===== src/rtl/seg7_pkg.sv =====
// Shared constants for the seven-segment scan driver: segment bit positions,
// the hex glyph table and a lookup helper.
package seg7_pkg;

  // Bit positions inside the 8-bit segment byte {a,b,c,d,e,f,g,dp}.
  localparam int unsigned SEG_A  = 7;
  localparam int unsigned SEG_B  = 6;
  localparam int unsigned SEG_C  = 5;
  localparam int unsigned SEG_D  = 4;
  localparam int unsigned SEG_E  = 3;
  localparam int unsigned SEG_F  = 2;
  localparam int unsigned SEG_G  = 1;
  localparam int unsigned SEG_DP = 0;

  // Active-high glyphs for 0..F; bit 0 (dp) is always clear here.
  localparam logic [7:0] GLYPH_TABLE [16] = '{
    8'hFC, 8'h60, 8'hDA, 8'hF2, 8'h66, 8'hB6, 8'hBE, 8'hE0,
    8'hFE, 8'hF6, 8'hEE, 8'h3E, 8'h9C, 8'h7A, 8'h9E, 8'h8E
  };

  // Returns the seven segments {a..g} lit for a hex nibble.
  function automatic logic [6:0] glyph(input logic [3:0] nibble);
    return GLYPH_TABLE[nibble][SEG_A:SEG_G];
  endfunction

endpackage


===== src/rtl/seg7_hex_decode.sv =====
// Combinational hex nibble to {a..g} segment decoder (active-high).
module seg7_hex_decode
  import seg7_pkg::*;
(
  input  logic [3:0] nibble,
  output logic [6:0] segs
);

  // Table lookup of the glyph for the selected nibble.
  always_comb begin
    segs = glyph(nibble);
  end

endmodule


===== src/rtl/seg7_scan_driver.sv =====
// Time-multiplexed N-digit seven-segment driver with atomic shadow update,
// per-slot anode guard interval and selectable pin polarity.
module seg7_scan_driver
  import seg7_pkg::*;
#(
  parameter int unsigned N_DIGITS       = 4,
  parameter int unsigned CLK_HZ         = 100_000_000,
  parameter int unsigned SLOT_HZ        = 1000,
  parameter int unsigned GUARD          = 2,
  parameter bit          SEG_ACTIVE_LOW = 1'b1,
  parameter bit          AN_ACTIVE_LOW  = 1'b1
) (
  input  logic                                        clk,
  input  logic                                        reset,
  input  logic                                        load,
  input  logic [4*N_DIGITS-1:0]                       digits,
  input  logic [N_DIGITS-1:0]                         dp,
  input  logic [N_DIGITS-1:0]                         blank,
  output logic [7:0]                                  seg,
  output logic [N_DIGITS-1:0]                         an,
  output logic [((N_DIGITS > 1) ? $clog2(N_DIGITS) : 1)-1:0] scan_idx
);

  localparam int unsigned DIV = CLK_HZ / SLOT_HZ;
  localparam int unsigned CW  = (DIV > 1) ? $clog2(DIV) : 1;
  localparam int unsigned IW  = (N_DIGITS > 1) ? $clog2(N_DIGITS) : 1;

  generate
    if (DIV < 2) begin : g_bad_div
      $error("seg7_scan_driver: CLK_HZ/SLOT_HZ must be at least 2");
    end
    if (GUARD >= DIV) begin : g_bad_guard
      $error("seg7_scan_driver: GUARD must be less than CLK_HZ/SLOT_HZ");
    end
    if (N_DIGITS < 1 || N_DIGITS > 8) begin : g_bad_ndig
      $error("seg7_scan_driver: N_DIGITS must be in 1..8");
    end
  endgenerate

  logic [CW-1:0]         cnt;
  logic [IW-1:0]         idx;
  logic                  tick;
  logic [4*N_DIGITS-1:0] sh_digits;
  logic [N_DIGITS-1:0]   sh_dp;
  logic [N_DIGITS-1:0]   sh_blank;
  logic [3:0]            nib;
  logic                  dp_bit;
  logic                  blank_bit;
  logic [6:0]            glyph7;
  logic [N_DIGITS-1:0]   an_nx;
  logic [7:0]            seg_nx;
  logic [N_DIGITS-1:0]   an_r;
  logic [7:0]            seg_r;

  // End-of-slot strobe from the prescaler.
  always_comb begin
    tick = (cnt == CW'(DIV - 1));
  end

  // Prescaler and scan index; a single-digit build keeps idx at 0 since 0 is also the last index.
  always_ff @(posedge clk) begin
    if (reset) begin
      cnt <= '0;
      idx <= '0;
    end else begin
      cnt <= tick ? '0 : cnt + 1'b1;
      if (tick) begin
        idx <= (idx == IW'(N_DIGITS - 1)) ? '0 : idx + 1'b1;
      end
    end
  end

  // Shadow register: all three fields captured together so a frame never mixes old and new data.
  always_ff @(posedge clk) begin
    if (reset) begin
      sh_digits <= '0;
      sh_dp     <= '0;
      sh_blank  <= '1;
    end else if (load) begin
      sh_digits <= digits;
      sh_dp     <= dp;
      sh_blank  <= blank;
    end
  end

  // Select the current digit's fields and build the one-hot anode with the guard gap.
  always_comb begin
    nib       = '0;
    dp_bit    = 1'b0;
    blank_bit = 1'b0;
    an_nx     = '0;
    for (int unsigned k = 0; k < N_DIGITS; k++) begin
      if (idx == IW'(k)) begin
        nib       = sh_digits[4*k +: 4];
        dp_bit    = sh_dp[k];
        blank_bit = sh_blank[k];
        if (cnt >= CW'(GUARD)) begin
          an_nx[k] = 1'b1;
        end
      end
    end
  end

  seg7_hex_decode u_dec (
    .nibble (nib),
    .segs   (glyph7)
  );

  // Compose the active-high segment byte; a blanked digit also hides its dp.
  always_comb begin
    seg_nx = '0;
    if (!blank_bit) begin
      seg_nx[SEG_A:SEG_G] = glyph7;
      seg_nx[SEG_DP]      = dp_bit;
    end
  end

  // Output registers; seg and scan_idx move on the same edge, inside the anode guard.
  always_ff @(posedge clk) begin
    if (reset) begin
      an_r     <= '0;
      seg_r    <= '0;
      scan_idx <= '0;
    end else begin
      an_r     <= an_nx;
      seg_r    <= seg_nx;
      scan_idx <= idx;
    end
  end

  // Pin polarity applied after the registers.
  always_comb begin
    seg = SEG_ACTIVE_LOW ? ~seg_r : seg_r;
    an  = AN_ACTIVE_LOW  ? ~an_r  : an_r;
  end

endmodule


===== config.mk =====
export PLATFORM = sky130hd
export DESIGN_NAME = seg7_scan_driver
export DESIGN_NICKNAME = d
export VERILOG_FILES = /design/src/rtl/seg7_pkg.sv /design/src/rtl/seg7_hex_decode.sv /design/src/rtl/seg7_scan_driver.sv
export SDC_FILE = /design/constraint.sdc
export NUM_CORES = 1
export LEC_CHECK = 0
export ABC_CLOCK_PERIOD_IN_PS = 2750
export CAP_MARGIN = 20
export CORE_ASPECT_RATIO = 1.4
export CORE_MARGIN = 4
export CORE_UTILIZATION = 48
export CTS_CLUSTER_SIZE = 30
export DETAILED_ROUTE_END_ITERATION = 7
export PLACE_DENSITY = 0.74
export SKIP_LAST_GASP = 1
export SYNTH_ARGS = -nofsm -noshare
export SYNTH_HDL_FRONTEND = slang
export SYNTH_HIERARCHICAL = 1
export SYNTH_SLANG_ARGS = --single-unit

===== constraint.sdc =====
create_clock -name clk -period 2.75 [get_ports clk]
set_clock_uncertainty 0.2 [all_clocks]
set_input_delay 0.4125 -clock clk [delete_from_list [all_inputs] [get_ports clk]]
set_output_delay 0.4125 -clock clk [all_outputs]
set_load 0.02 [all_outputs]

==> results.toml, run 1 <==
[critical_path]
worstSetupStartpoint = "idx[1]"
startpoint_type = "flop"
cp_slowest_cell = "mux4_1"
crit_type = "flop to flop"
crit_fanout = 8
cp_num_buf_inv = 3
cp.arrival_ps = 2580
crit_path_end = "seg_r[4]"
r2r_setup_slack_ps = 200
cpMostUsedCell = "a21oi_1"
critPathRequiredTime_ps = 2780
crit_path_cell_trace = "inv_2, ha_4, buf_4, nand2_1, a21oi_1, a21oi_1, o21ai_1, inv_1, ha_1, mux4_1, and2_1"
worst-path-stages = 11
critPathTopFamily = "adder cells"
r2r_end = "seg_r[4]"
r2r_start = "idx[1]"
critPathMaxStageDelay_ps = 480
crit_path_end_kind = "flop"
reg2reg_depth = 11

[run_status]
outcome = "complete, no violations"

[synth]
yosysSeqAreaShare_pct = 41.9
ys_warn_count = 6
synthFlopType = "dfxtp_1"
yosys-top-cells-count = "dfxtp_1, nor2_1, mux2i_1, inv_1, nand2_1"
netlist_instances = 297
postSynth.asyncResetShare_pct = 0
ys_ff_latch = 57
yosysMostFrequentCell = "dfxtp_1"
synth_area_leaders = "dfxtp_1, mux2i_1, ha_1"
avgSynthCellArea_um2 = 9.18
syn_nets = 337
yosysTopAreaCell = "dfxtp_1"
yosysUniqueCellTypes = 47
synth_edf_count = 0
synth_top_area_share_pct = 41.9
netlist_area_mm2 = 0.00273

[sta]
slew_headroom_pct = 70.1
finalSetupTns_ps = 0
setup_viol = 0
period_share_pct = 92.8
grt_setup_unrepaired = "no"
postLayoutSetupSlackWorst_ps = 197
fmax_mhz = 392
tightest_slew_ps = 447
hold_violations = 0
final_max_slew_viol_count = 0
period_minus_slack_ps = 2550

[clocking]
cts_sinks = 57
hold_buffers = 0
clk_path_buf_depth = 2
cts_made_buffers = 9
cts_root_buffer = "clkbuf_8"
clk_latency_ps = 340
cts_max_level = 3
cts_tree = "yes"
path_clk_slew_ps = 60

[grt]
grt_pass1_vias = 2064
grt_pass1_wl_mm = 9.43
track_usage_pct = 17.2
grt_overflow = 0
antenna_found_initial = 0
grt_max_degree = 26

[placement]
place.detailed.hpwl_mm = 4.03
gp_congestion = 0.868
dp_slack_ps = 36.3
port_buffers = 40

[run]
maxCapViolations = 0

[pwr]
peakVddDrop_mv = 0.339
power_frac_clock_pct = 43.8
swShare_pct = 21.7
p_comb_share_pct = 10.4
seqPwrFrac_pct = 45.7
power_density_mw_per_mm2 = 547
p_int_w = 0.00150
p_sw_w = 0.000415
p_leak_nw = 1.45

[die]
start_util_pct = 49.3
core-area_mm2 = 0.00553
rows = 32
dieArea_mm2 = 0.00697
dieHeight_um = 97.2
dieWidth_um = 71.7
io_pins = 41

[route]
drc = 0
wl_met2_mm = 2.85
firstDrtPassIters = 4
top_layer = "met4"
wl_met3_um = 257
vias = 2133
ant_nets = 0
viasPerCell = 5.08
routedLengthMet1_mm = 2.39
routedWlPerCell_um = 13.5
drtIter0Drc = 84
drt_wl_total_mm = 5.66

[final_layout]
insertedDiodeCount = 0
drive_gt1_share_pct = 13.6
fin_nets = 388
area_delta_synth_final_pct = 28.2

[worst_hold_path]
hold_class = "flop to flop"
hp-start = "cnt[0]"
[layer usage]
layer  track usage [%]  vias up
li1                  -     1100
met3              4.04       15
met2              28.9       44
met1              19.3      974
met5                 0        -
met4              10.1        0
[sequential cells by signal (all words and copies together) (netlist names)]
signal and cells:
sh_dp 4, scan_idx 2, cnt 17, sh_digits 16, an_r 4, seg_r 8
idx 2, sh_blank 4
[placed cells by master (no fill, tap or decap), types with 4 or more instances in the layout]
master | netlist | final
dfxtp_1 | 57 | 55
clkdlybuf4s50_1 | 0 | 40
nor2_1 | 38 | 38
mux2i_1 | 26 | 26
inv_1 | 24 | 23
nand2_1 | 20 | 20
a21oi_1 | 16 | 16
buf_4 | 2 | 15
and2_1 | 11 | 11
xor2_1 | 10 | 10
ha_1 | 13 | 10
clkbuf_8 | 0 | 10
o21ai_0 | 9 | 7
nand4_1 | 6 | 6
nand3b_1 | 5 | 5
nor3_1 | 4 | 4
and4_1 | 4 | 4
nand3_1 | 4 | 4
[power groups by stage]
| stage | sequential (W) | combinational [W] | clock, W |
|---|---|---|---|
| floorplan | 0.000886 | 0.000117 | 0 |
| detailed placement | 0.000893 | 0.000190 | 0 |
| global placement | 0.000892 | 0.000188 | 0 |
| finish | 0.000875 | 0.000200 | 0.000838 |
| global route | 0.000878 | 0.000222 | 0.000893 |
| CTS | 0.000875 | 0.000192 | 0.000859 |
[per-stage QoR]
step | hold WS (ps) | power (W) | cells | util (%) | cell area (um^2)
after floorplan | 237 | 0.00100 | 297 | - | 2730
after global placement | 255 | 0.00108 | 400 | 57.9 | 3200
after detailed placement | 260 | 0.00108 | 400 | 57.9 | 3200
after CTS | 276 | 0.00193 | 415 | 61.7 | 3410
after global routing | 324 | 0.00199 | 420 | 63.2 | 3490
final | 274 | 0.00191 | 420 | 63.2 | 3490
[timing repair]
| action | in CTS | in global routing |
|---|---|---|
| setup endpoints to repair | 0 | 5 |
| resized for setup | 0 | 9 |
| buffers inserted | 0 | 5 |
[worst min-delay path by stage]
stage | endpoint | depth (start not counted) | slack (ps)
6_report | cnt[0] | 1 | 270
5_1_grt | cnt[0] | 1 | 320
4_1_cts | sh_blank[3] | 2 | 280
3_5_place_dp | sh_blank[3] | 2 | 260
3_3_place_gp | cnt[0] | 1 | 250
2_1_floorplan | cnt[0] | 1 | 240
[final cells by class]
type	instances	area, um^2
flip-flops and latches	57	1140
clock buffers	12	145
clock inverters	3	65.1
fillers	465	2030
well taps	68	85.1
inverters	24	90.1
repair buffers	56	533
multi-input cells	200	1430
[logic make-up (layout without fill, tap and decap cells)]
group                    count (synthesis)  count (layout)  synth area share, %
XOR/XNOR                                12              12                 3.85
AO/OA/AOI/OAI                           35              35                 8.08
flip-flops                              57              57                 41.9
buffers and inverters                   40              95                 6.75
multiplexers                            31              31                 12.2
adder cells (fa/ha/maj)                 13              13                 5.97
AND/OR/NAND/NOR                        109             109                 21.3
Note: power is estimated with default switching activity, not from simulation.
==> run 2: changes to the inputs <==
Settings changed: MAX_ROUTING_LAYER set to met4, SETUP_SLACK_MARGIN set to 0.5.
==> results.toml, run 2 (synthesis gave the netlist of run 1 again) <==
[final_layout]
fin_util_pct = 65.5
top_regs = "cnt x17, sh_digits x16, seg_r x8"
insertedDiodeCount = 0
largest_reg_flops = 17
fin_nets = 392
register_area_mm2 = 0.00115
final_common_cell = "dfxtp_1"
drive_gt1_share_pct = 19.7
multiInputGateArea_mm2 = 0.00152
finalNonFillerCells = 424
area_delta_synth_final_pct = 32.7
top_register = "cnt"
layout_common_cells = "dfxtp_1, clkdlybuf4s50_1, nor2_1"
fillCellCount = 459

[critical_path]
crit_type = "flop to flop"
critPathRequiredTime_ps = 2770
crit_path_end_kind = "flop"
startpoint_type = "flop"
cp.arrival_ps = 2440
critPathMaxStageDelay_ps = 450
cpMostUsedCell = "ha_4"
critPathTopFamily = "multiplexers"
cp_num_buf_inv = 3
crit_path_cell_trace = "inv_4, ha_4, nand3b_1, a21oi_2, a21oi_1, o21ai_2, buf_4, ha_4, inv_1, mux4_2, and2_1"
crit_fanout = 6
cp_slowest_cell = "mux4_2"

[pwr]
p_comb_share_pct = 11.6
seqPwrFrac_pct = 47.2
power.total_w = 0.00185
power_density_mw_per_mm2 = 512
peakVddDrop_mv = 0.459
p_sw_w = 0.000417
power_frac_clock_pct = 41.2
swShare_pct = 22.5
p_leak_nw = 1.48
p_int_w = 0.00144

[placement]
gp_congestion = 0.836
port_buffers = 40
dpl.cell_count = 397
place.detailed.hpwl_mm = 4.05

[die]
io_pins = 41
rows = 32
core-area_mm2 = 0.00553
start_util_pct = 49.3
dieHeight_um = 97.2
dieWidth_um = 71.7
dieArea_mm2 = 0.00697

[clocking]
cts_max_level = 3
cts_made_buffers = 9
clk_path_buf_depth = 2
cts_tree = "yes"
clk_latency_ps = 320
cts_root_buffer = "clkbuf_8"
cts_sinks = 57
path_clk_slew_ps = 60

[sta]
fmax_mhz = 413
grt_setup_unrepaired = "yes"
tightest_slew_ps = 430
period_minus_slack_ps = 2420
setup_viol = 0
slew_headroom_pct = 71.2
final_max_slew_viol_count = 0
period_share_pct = 88.0
hold_violations = 0
finalSetupTns_ps = 0

[route]
drtIter0Drc = 178
firstDrtPassIters = 4
vias = 2162
ant_nets = 0
drc = 0
drt_wl_total_mm = 5.90
routedWlPerCell_um = 13.9
viasPerCell = 5.10

[grt]
antenna_found_initial = 0
track_usage_pct = 17.9
grt_max_degree = 26
grt_pass1_wl_mm = 9.71
grt_pass1_vias = 2143
grt_overflow = 0

[worst_hold_path]
hold_class = "flop to flop"

[run_status]
outcome = "complete, no violations"

[run]
maxCapViolations = 0
run 2: worst paths after layout:
path / from / end / slack, ps / cells past startpoint
setup reg to reg: idx[1] / seg_r[4] / 330 / 11
setup / recovery: idx[1] / seg_r[4] / 330 / 11
hold reg to reg: cnt[0] / cnt[0] / 270 / 1
hold / removal: cnt[0] / cnt[0] / 270 / 1
run 2: worst reg2reg max path, stage by stage, from the launching register on:
cell	delay (ps)
dfxtp_2	350
inv_4	50
ha_4	170
nand3b_1	170
a21oi_2	120
a21oi_1	70
o21ai_2	230
buf_4	170
ha_4	150
inv_1	50
mux4_2	450
and2_1	140
run 2: routing by layer:
metal	routed length, um	global-route usage (%)
met1	2450	19.2
met2	3090	30.4
met3	245	5.38
met4	114	7.09
met5	0	-
run 2: power by group through the flow:
| stage | clock (W) | combinational (W) | sequential [W] |
|---|---|---|---|
| finish | 0.000763 | 0.000215 | 0.000875 |
| global route | 0.000822 | 0.000236 | 0.000877 |
| CTS | 0.000780 | 0.000197 | 0.000875 |
| detailed placement | 0 | 0.000192 | 0.000893 |
| global placement | 0 | 0.000189 | 0.000893 |
| floorplan | 0 | 0.000121 | 0.000886 |
run 2: repair_timing:
item / 4_1_cts / 5_1_grt
resized for setup: 7 / 20
pin swaps: 5 / 2
setup buffers: 5 / 7
hold buffers: 0 / 0
setup endpoints to repair: 7 / 7
run 2: final cells by class:
type	instances	share of cell area (%)
well taps	68	2.35
inverters	24	2.70
multi-input cells	200	42.0
clock inverters	3	1.11
flip-flops and latches	57	31.7
repair buffers	60	15.9
clock buffers	12	4.29
run 2: stage by stage:
step | hold WS (ps) | worst slack, ps | area, um^2
2_1_floorplan | 237 | 322 | 2770
3_3_place_gp | 255 | 290 | 3210
3_5_place_dp | 259 | 235 | 3210
4_1_cts | 274 | 368 | 3470
5_1_grt | 320 | 221 | 3620
6_report | 270 | 329 | 3620
